==> src/rtl/npc_pkg.sv <==
// Shared definitions for the next-PC generator: exception vector, PC reset
// address, enable encoding, pending-state and redirect-source encodings.
package npc_pkg;

  localparam logic [31:0] NPC_EXC_VECTOR   = 32'h0000_4180;
  localparam logic [31:0] PC_START_ADDRESS = 32'h0000_3000;
  localparam logic        PC_ENABLE_LOAD   = 1'b1;
  localparam string       PART_NAME        = "npc";

  // Pending states are numbered by redirect priority so they compare directly
  // against a new request's source.
  typedef enum logic [1:0] {
    NPC_ST_IDLE      = 2'd0,
    NPC_ST_PEND_BR   = 2'd1,
    NPC_ST_PEND_ERET = 2'd2,
    NPC_ST_PEND_EXC  = 2'd3
  } npc_state_e;

  typedef enum logic [1:0] {
    SRC_SEQ  = 2'd0,
    SRC_BR   = 2'd1,
    SRC_ERET = 2'd2,
    SRC_EXC  = 2'd3
  } npc_src_e;

  function automatic npc_state_e pend_state(input npc_src_e s);
    return npc_state_e'(s);
  endfunction

endpackage

==> src/rtl/npc_redirect_latch.sv <==
// Redirect priority selection plus the pending-redirect state machine that
// holds a redirect across PC stalls until the PC is next enabled.
module npc_redirect_latch
  import npc_pkg::*;
#(
  parameter logic [31:0] EXC_VECTOR = NPC_EXC_VECTOR
) (
  input  logic        clk,
  input  logic        rst,
  input  logic        pc_enable,
  input  logic        br_req,
  input  logic [31:0] br_target,
  input  logic        exc_req,
  input  logic        eret_req,
  input  logic [31:0] epc,
  output npc_src_e    src,
  output logic [31:0] target,
  output npc_state_e  state,
  output logic        redirect_pending
);

  npc_src_e    req_src;
  logic [31:0] req_target;
  logic [31:0] pend_target;

  always_comb begin
    req_src    = SRC_SEQ;
    req_target = br_target;
    if (exc_req) begin
      req_src    = SRC_EXC;
      req_target = EXC_VECTOR;
    end else if (eret_req) begin
      req_src    = SRC_ERET;
      req_target = epc;
    end else if (br_req) begin
      req_src    = SRC_BR;
      req_target = br_target;
    end
  end

  // Equal priority lets the newest request replace the pending one.
  always_comb begin
    src    = SRC_SEQ;
    target = pend_target;
    if (req_src != SRC_SEQ && req_src >= npc_src_e'(state)) begin
      src    = req_src;
      target = req_target;
    end else if (state != NPC_ST_IDLE) begin
      src = npc_src_e'(state);
    end
  end

  always_ff @(posedge clk) begin
    if (rst) begin
      state            <= NPC_ST_IDLE;
      pend_target      <= 32'h0;
      redirect_pending <= 1'b0;
    end else if (pc_enable == PC_ENABLE_LOAD) begin
      state            <= NPC_ST_IDLE;
      redirect_pending <= 1'b0;
    end else if (src != SRC_SEQ) begin
      state            <= pend_state(src);
      pend_target      <= target;
      redirect_pending <= 1'b1;
    end
  end

endmodule

==> src/rtl/npc.sv <==
// Next-PC generator: sequential adder, redirect selection and fetch flush.
// Define NPC_DELAY_SLOT_EN to keep the delay-slot instruction on branches.
module npc
  import npc_pkg::*;
#(
  parameter logic [31:0] EXC_VECTOR = NPC_EXC_VECTOR
) (
  input  logic        clk,
  input  logic        rst,
  input  logic [31:0] curr_pc,
  input  logic        pc_enable,
  input  logic        br_req,
  input  logic [31:0] br_target,
  input  logic        exc_req,
  input  logic        eret_req,
  input  logic [31:0] epc,
  output logic [31:0] next_pc,
  output logic        flush_if,
  output logic        redirect_pending
);

`ifdef NPC_DELAY_SLOT_EN
  localparam logic BR_FLUSH = 1'b0;
`else
  localparam logic BR_FLUSH = 1'b1;
`endif

  npc_src_e    src;
  logic [31:0] target;
  npc_state_e  state;

  npc_redirect_latch #(
    .EXC_VECTOR(EXC_VECTOR)
  ) u_latch (
    .clk             (clk),
    .rst             (rst),
    .pc_enable       (pc_enable),
    .br_req          (br_req),
    .br_target       (br_target),
    .exc_req         (exc_req),
    .eret_req        (eret_req),
    .epc             (epc),
    .src             (src),
    .target          (target),
    .state           (state),
    .redirect_pending(redirect_pending)
  );

  always_comb begin
    next_pc  = (src == SRC_SEQ) ? curr_pc + 32'd4 : target;
    flush_if = 1'b0;
    if (pc_enable == PC_ENABLE_LOAD) begin
      flush_if = (src == SRC_EXC) || (src == SRC_ERET) ||
                 ((src == SRC_BR) && BR_FLUSH);
    end
  end

endmodule
==> config.mk <==
export PLATFORM = sky130hd
export DESIGN_NAME = npc
export DESIGN_NICKNAME = d
export VERILOG_FILES = /design/src/rtl/npc_pkg.sv /design/src/rtl/npc_redirect_latch.sv /design/src/rtl/npc.sv
export SDC_FILE = /design/constraint.sdc
export NUM_CORES = 1
export LEC_CHECK = 0
export ABC_AREA = 1
export BUFFER_PORTS_ARGS = -buffer_cell sky130_fd_sc_hd__clkbuf_2
export CAP_MARGIN = 15
export CORE_UTILIZATION = 40
export DETAILED_ROUTE_END_ITERATION = 12
export GPL_TIMING_DRIVEN = 0
export PLACE_DENSITY = 0.68
export SLEW_MARGIN = 5
export SYNTH_ARGS = -nofsm -noshare
export SYNTH_HDL_FRONTEND = slang
export SYNTH_SLANG_ARGS = --single-unit
==> constraint.sdc <==
create_clock -name clk -period 2.8 [get_ports clk]
set_input_delay 0 -clock clk [delete_from_list [all_inputs] [get_ports clk]]
set_output_delay 0 -clock clk [all_outputs]
set_load 0.01 [all_outputs]
==> metrics list <==
- During I/O placement, the number of pins put on the boundary was approximately 140.
* Final slew viol count: 0
- Along the worst hold path, the cell count comes to 2.
* Proportion of power drawn by flip-flops and latches: between 30% and 40%
- Vias per std cell: a little over 5
- Pint: about 1.1 mW
- The first global-routing pass estimated 18400 µm of wire.
- The worst setup path is launched from a primary input.
- VDD sags by at most between 0.0002 and 0.00025 V.
* Final setup vio count: 0
- Counting flops and latches in the post-synthesis netlist gives 35.
* Sequential element share of the synthesized area: about a fifth
- Most frequent cells in the layout: sky130_fd_sc_hd__nand2_1 (208), sky130_fd_sc_hd__clkbuf_2 (134), sky130_fd_sc_hd__nor2_1 (96)
- Routed len/inst: 13.7 µm
- The H-tree generated during clock tree synthesis spans 2 levels.
* Cell chain of the critical path: clkbuf_2, nor2_1, clkbuf_2, inv_1, ha_1, nand2_2, nand2_2, nand2_4, nand2_1, o21ai_1, nor2_4, buf_2, nand2_1, nand2_1, clkbuf_2
* Worst hold start: rst
- Die outline area: 8780 µm²
* DP HPWL: around 9400 µm
- The number of antenna diodes in the final layout is 0.
* Cell area after technology mapping: 3360 µm²
- Switch Pwr: roughly 0.78 mW
- Number of nets in the final layout: 848
- From left edge to right edge, the die measures 93.7 µm.
- Max Buffers Root-to-Sink: 2
- At the later pin of the worst-skew pair, clock insertion delay measures about 0.3 ns.
- In the final timing run, aggregate negative setup slack is 0 ns.
- Global Route Usage Sum: between 20% and 30%
- Max-cap violation count: 0
* Vias in the first global route: slightly below 4000
- After clock tree synthesis, the clock-pin slew on the worst setup and hold paths is around 0.08 ns.
* Maximum number of pins on one net before global-route repair: 11
* Vert. Die Dim: between 90 and 100 µm
- Total gr overflow: 0
- Combinational share of power: 45.9%
* Vias after detailed routing: about 4300
- The worst setup path is captured at a primary output.
- TritonCTS built the clock tree.
- Once layout is done, the placed cells without fillers occupy 4260 µm².
- For this configuration, the core starts out at a cell density of 41.1%.
- The endpoint identified for the worst register-to-register timing path is u_latch.pend_target[19].
- Area Growth Syn to Fin: 26.8%
- Min-Delay Endpoint: u_latch.pend_target[23]
- CORE AREA: 8180 µm²
* DRT antenna net count: 0
- The library cell used most frequently in the layout, excluding fill and tap cells, is sky130_fd_sc_hd__nand2_1.
- The clock network is responsible for between 20% and 30% of the overall power.
- Final period demand of the worst path: approximately 2.4 ns
- Outcome: completed
- Total length of routed wires: about 12000 µm
- Setup repair after global routing left no endpoint under its margin.
* Min-delay worst type: in2reg
- After detailed routing, the number of remaining DRC violations is 0.
- Clock skew on the completed layout was measured at between 0.006 and 0.007 ns.
- Summed over all cells, the static leakage comes to 2.22 nW.
* Cell Count Post-Placement: ~840
- Summing all placed instances gives a cell area of 4160 µm².
- Count of mapped cells out of synthesis: approximately 600
- Net switching fraction of the power: 40.5%
- Fraction of final layout cells with drive strength greater than 1: between 20% and 30%
- Averaged over all synthesized cells, the footprint is about 5.6 µm².
* Number of antenna violations at the first check in global routing: 0
* Highest achievable clock rate: between 400 and 500 MHz
* Root buffer cell: sky130_fd_sc_hd__clkbuf_8
- 1st-pass router iterations: 5
* Share of the clock period used by the worst path: 86.6%
* Least-Margin Pin Slew: roughly 0.6 ns
- Pre-CTS setup slack: around 0.2 ns
- Measured in cells, the most critical reg-to-reg path has a length of 11.
* Worst R2R Setup Slack: slightly below 0.9 ns
- Count of warnings emitted by yosys: 0
- Net count of the mapped netlist: roughly 700
* Power density over cell area: 451 nW/µm²
* Category of the critical setup timing path: in2out
* Post-route non-filler standard cell count: about 850
- STA puts the critical path data arrival time at between 2 and 2.5 ns.
- The worst path meets setup with about 0.37 ns of slack.
* TritonCTS Buffers: 5
- Placer's final routability congestion estimate: 0.873
- The startpoint identified for the worst register-to-register timing path is u_latch.state[1].
- The largest single stage delay on the critical path is around 0.32 ns.
- For this design, the sink count on the clock tree is 35.
* Count of input and output buffers: 133
- The largest individual stage delay along the critical path comes from the cell sky130_fd_sc_hd__clkbuf_2.
- Largest fanout on the critical path: 10
- Measured against its own limit, the worst slew margin works out to about three fifths.
- The hold violation total from the final report is 0.
- Final Hold Slack: between 0.08 and 0.09 ns
* Distinct cell type count after synthesis: 33
- DRC violation total after the first TritonRoute iteration: 218
* Floorplan row count: 33
* Required time reported for the critical path endpoint: approximately 2.8 ns
[through the flow]
stage | util, % | power, mW
global placement | 50.9 | 1.45
finish | 52.1 | 1.92
detailed placement | 50.9 | 1.46
global route | 52.1 | 2.05
CTS | 52.1 | 1.92
floorplan | - | 1.13
[layer usage]
layer  track usage (%)  up-vias  routed length [µm]
met1              36.4     1930                5340
met3              3.16        9                 791
met5                 0        -                   0
met2              45.3      151                5400
met4              5.51        0                 125
li1                  -     2199                   -
[final cells by class]
type | count | area, µm²
Fill cell | 906 | 3910
Multi-Input combinational cell | 483 | 2250
Sequential cell | 35 | 701
Timing Repair Buffer | 133 | 666
Inverter | 55 | 214
Buffer | 31 | 200
Tap cell | 105 | 131
Clock buffer | 6 | 72.6
Clock inverter | 1 | 30.0
[critical path, delay by kind of cell]
| family | cells | cell delay, ns |
|---|---|---|
| buffers and inverters | 5 | 0.93 |
| AO/OA/AOI/OAI | 1 | 0.10 |
| AND/OR/NAND/NOR | 8 | 1.10 |
| adder cells (fa/ha/maj) | 1 | 0.29 |
[repair_timing]
action	in CTS	in global routing
resized for setup	0	2
setup endpoints to repair	0	18
hold buffers	0	0
setup buffers	0	0
[power groups by stage]
stage | logic (mW) | clock network (mW) | registers (mW)
floorplan | 0.551 | 0 | 0.582
global route | 0.986 | 0.477 | 0.583
finish | 0.883 | 0.464 | 0.578
global placement | 0.868 | 0 | 0.586
detailed placement | 0.873 | 0 | 0.588
CTS | 0.878 | 0.463 | 0.577
[how the worst max path moves through the flow]
stage,from,endpoint,slack (ns),depth (start not counted)
2_1_floorplan,eret_req,u_latch.pend_target[15],0.85,14
3_3_place_gp,exc_req,next_pc[30],0.23,14
3_5_place_dp,exc_req,next_pc[13],0.21,15
4_1_cts,exc_req,next_pc[7],0.20,15
5_1_grt,exc_req,next_pc[13],0.12,15
6_report,exc_req,next_pc[13],0.37,15
[state kept, by name, indices dropped and copies added, names as in the netlist]
register / flops
u_latch.redirect_pending: 1
u_latch.pend_target: 32
u_latch.state: 2
[cell families (layout without fill, tap and decap cells)]
kind of cell    count (synthesis)  after routing  synth area share (%)
simple gates                  393            393                  49.0
buf+inv                        86            226                  12.3
compound gates                 63             63                  10.6
flops                          35             35                  20.8
xor+xnor                       25             25                  6.51
fa+ha+maj                       2              2                 0.744
[cell usage after synthesis (all sizes together)]
| cell | n | area (µm²) |
|---|---|---|
| o21ai | 36 | 180 |
| xnor2 | 9 | 78.8 |
| clkinv | 2 | 7.51 |
| nor2 | 100 | 390 |
| nand3 | 54 | 270 |
| nand2b | 1 | 6.26 |
| or2 | 1 | 6.26 |
| ha | 2 | 25.0 |
| xor2 | 16 | 140 |
| nand3b | 1 | 7.51 |
| a31oi | 19 | 119 |
| dfxtp | 35 | 701 |
| a21oi | 8 | 58.8 |
| nor3 | 11 | 55.1 |
| buf | 18 | 150 |
| nor4 | 1 | 6.26 |
| clkbuf | 13 | 48.8 |
| nand2 | 213 | 836 |
| inv | 53 | 206 |
| nand4 | 11 | 68.8 |
No activity file was read; power rests on OpenSTA's default activity.
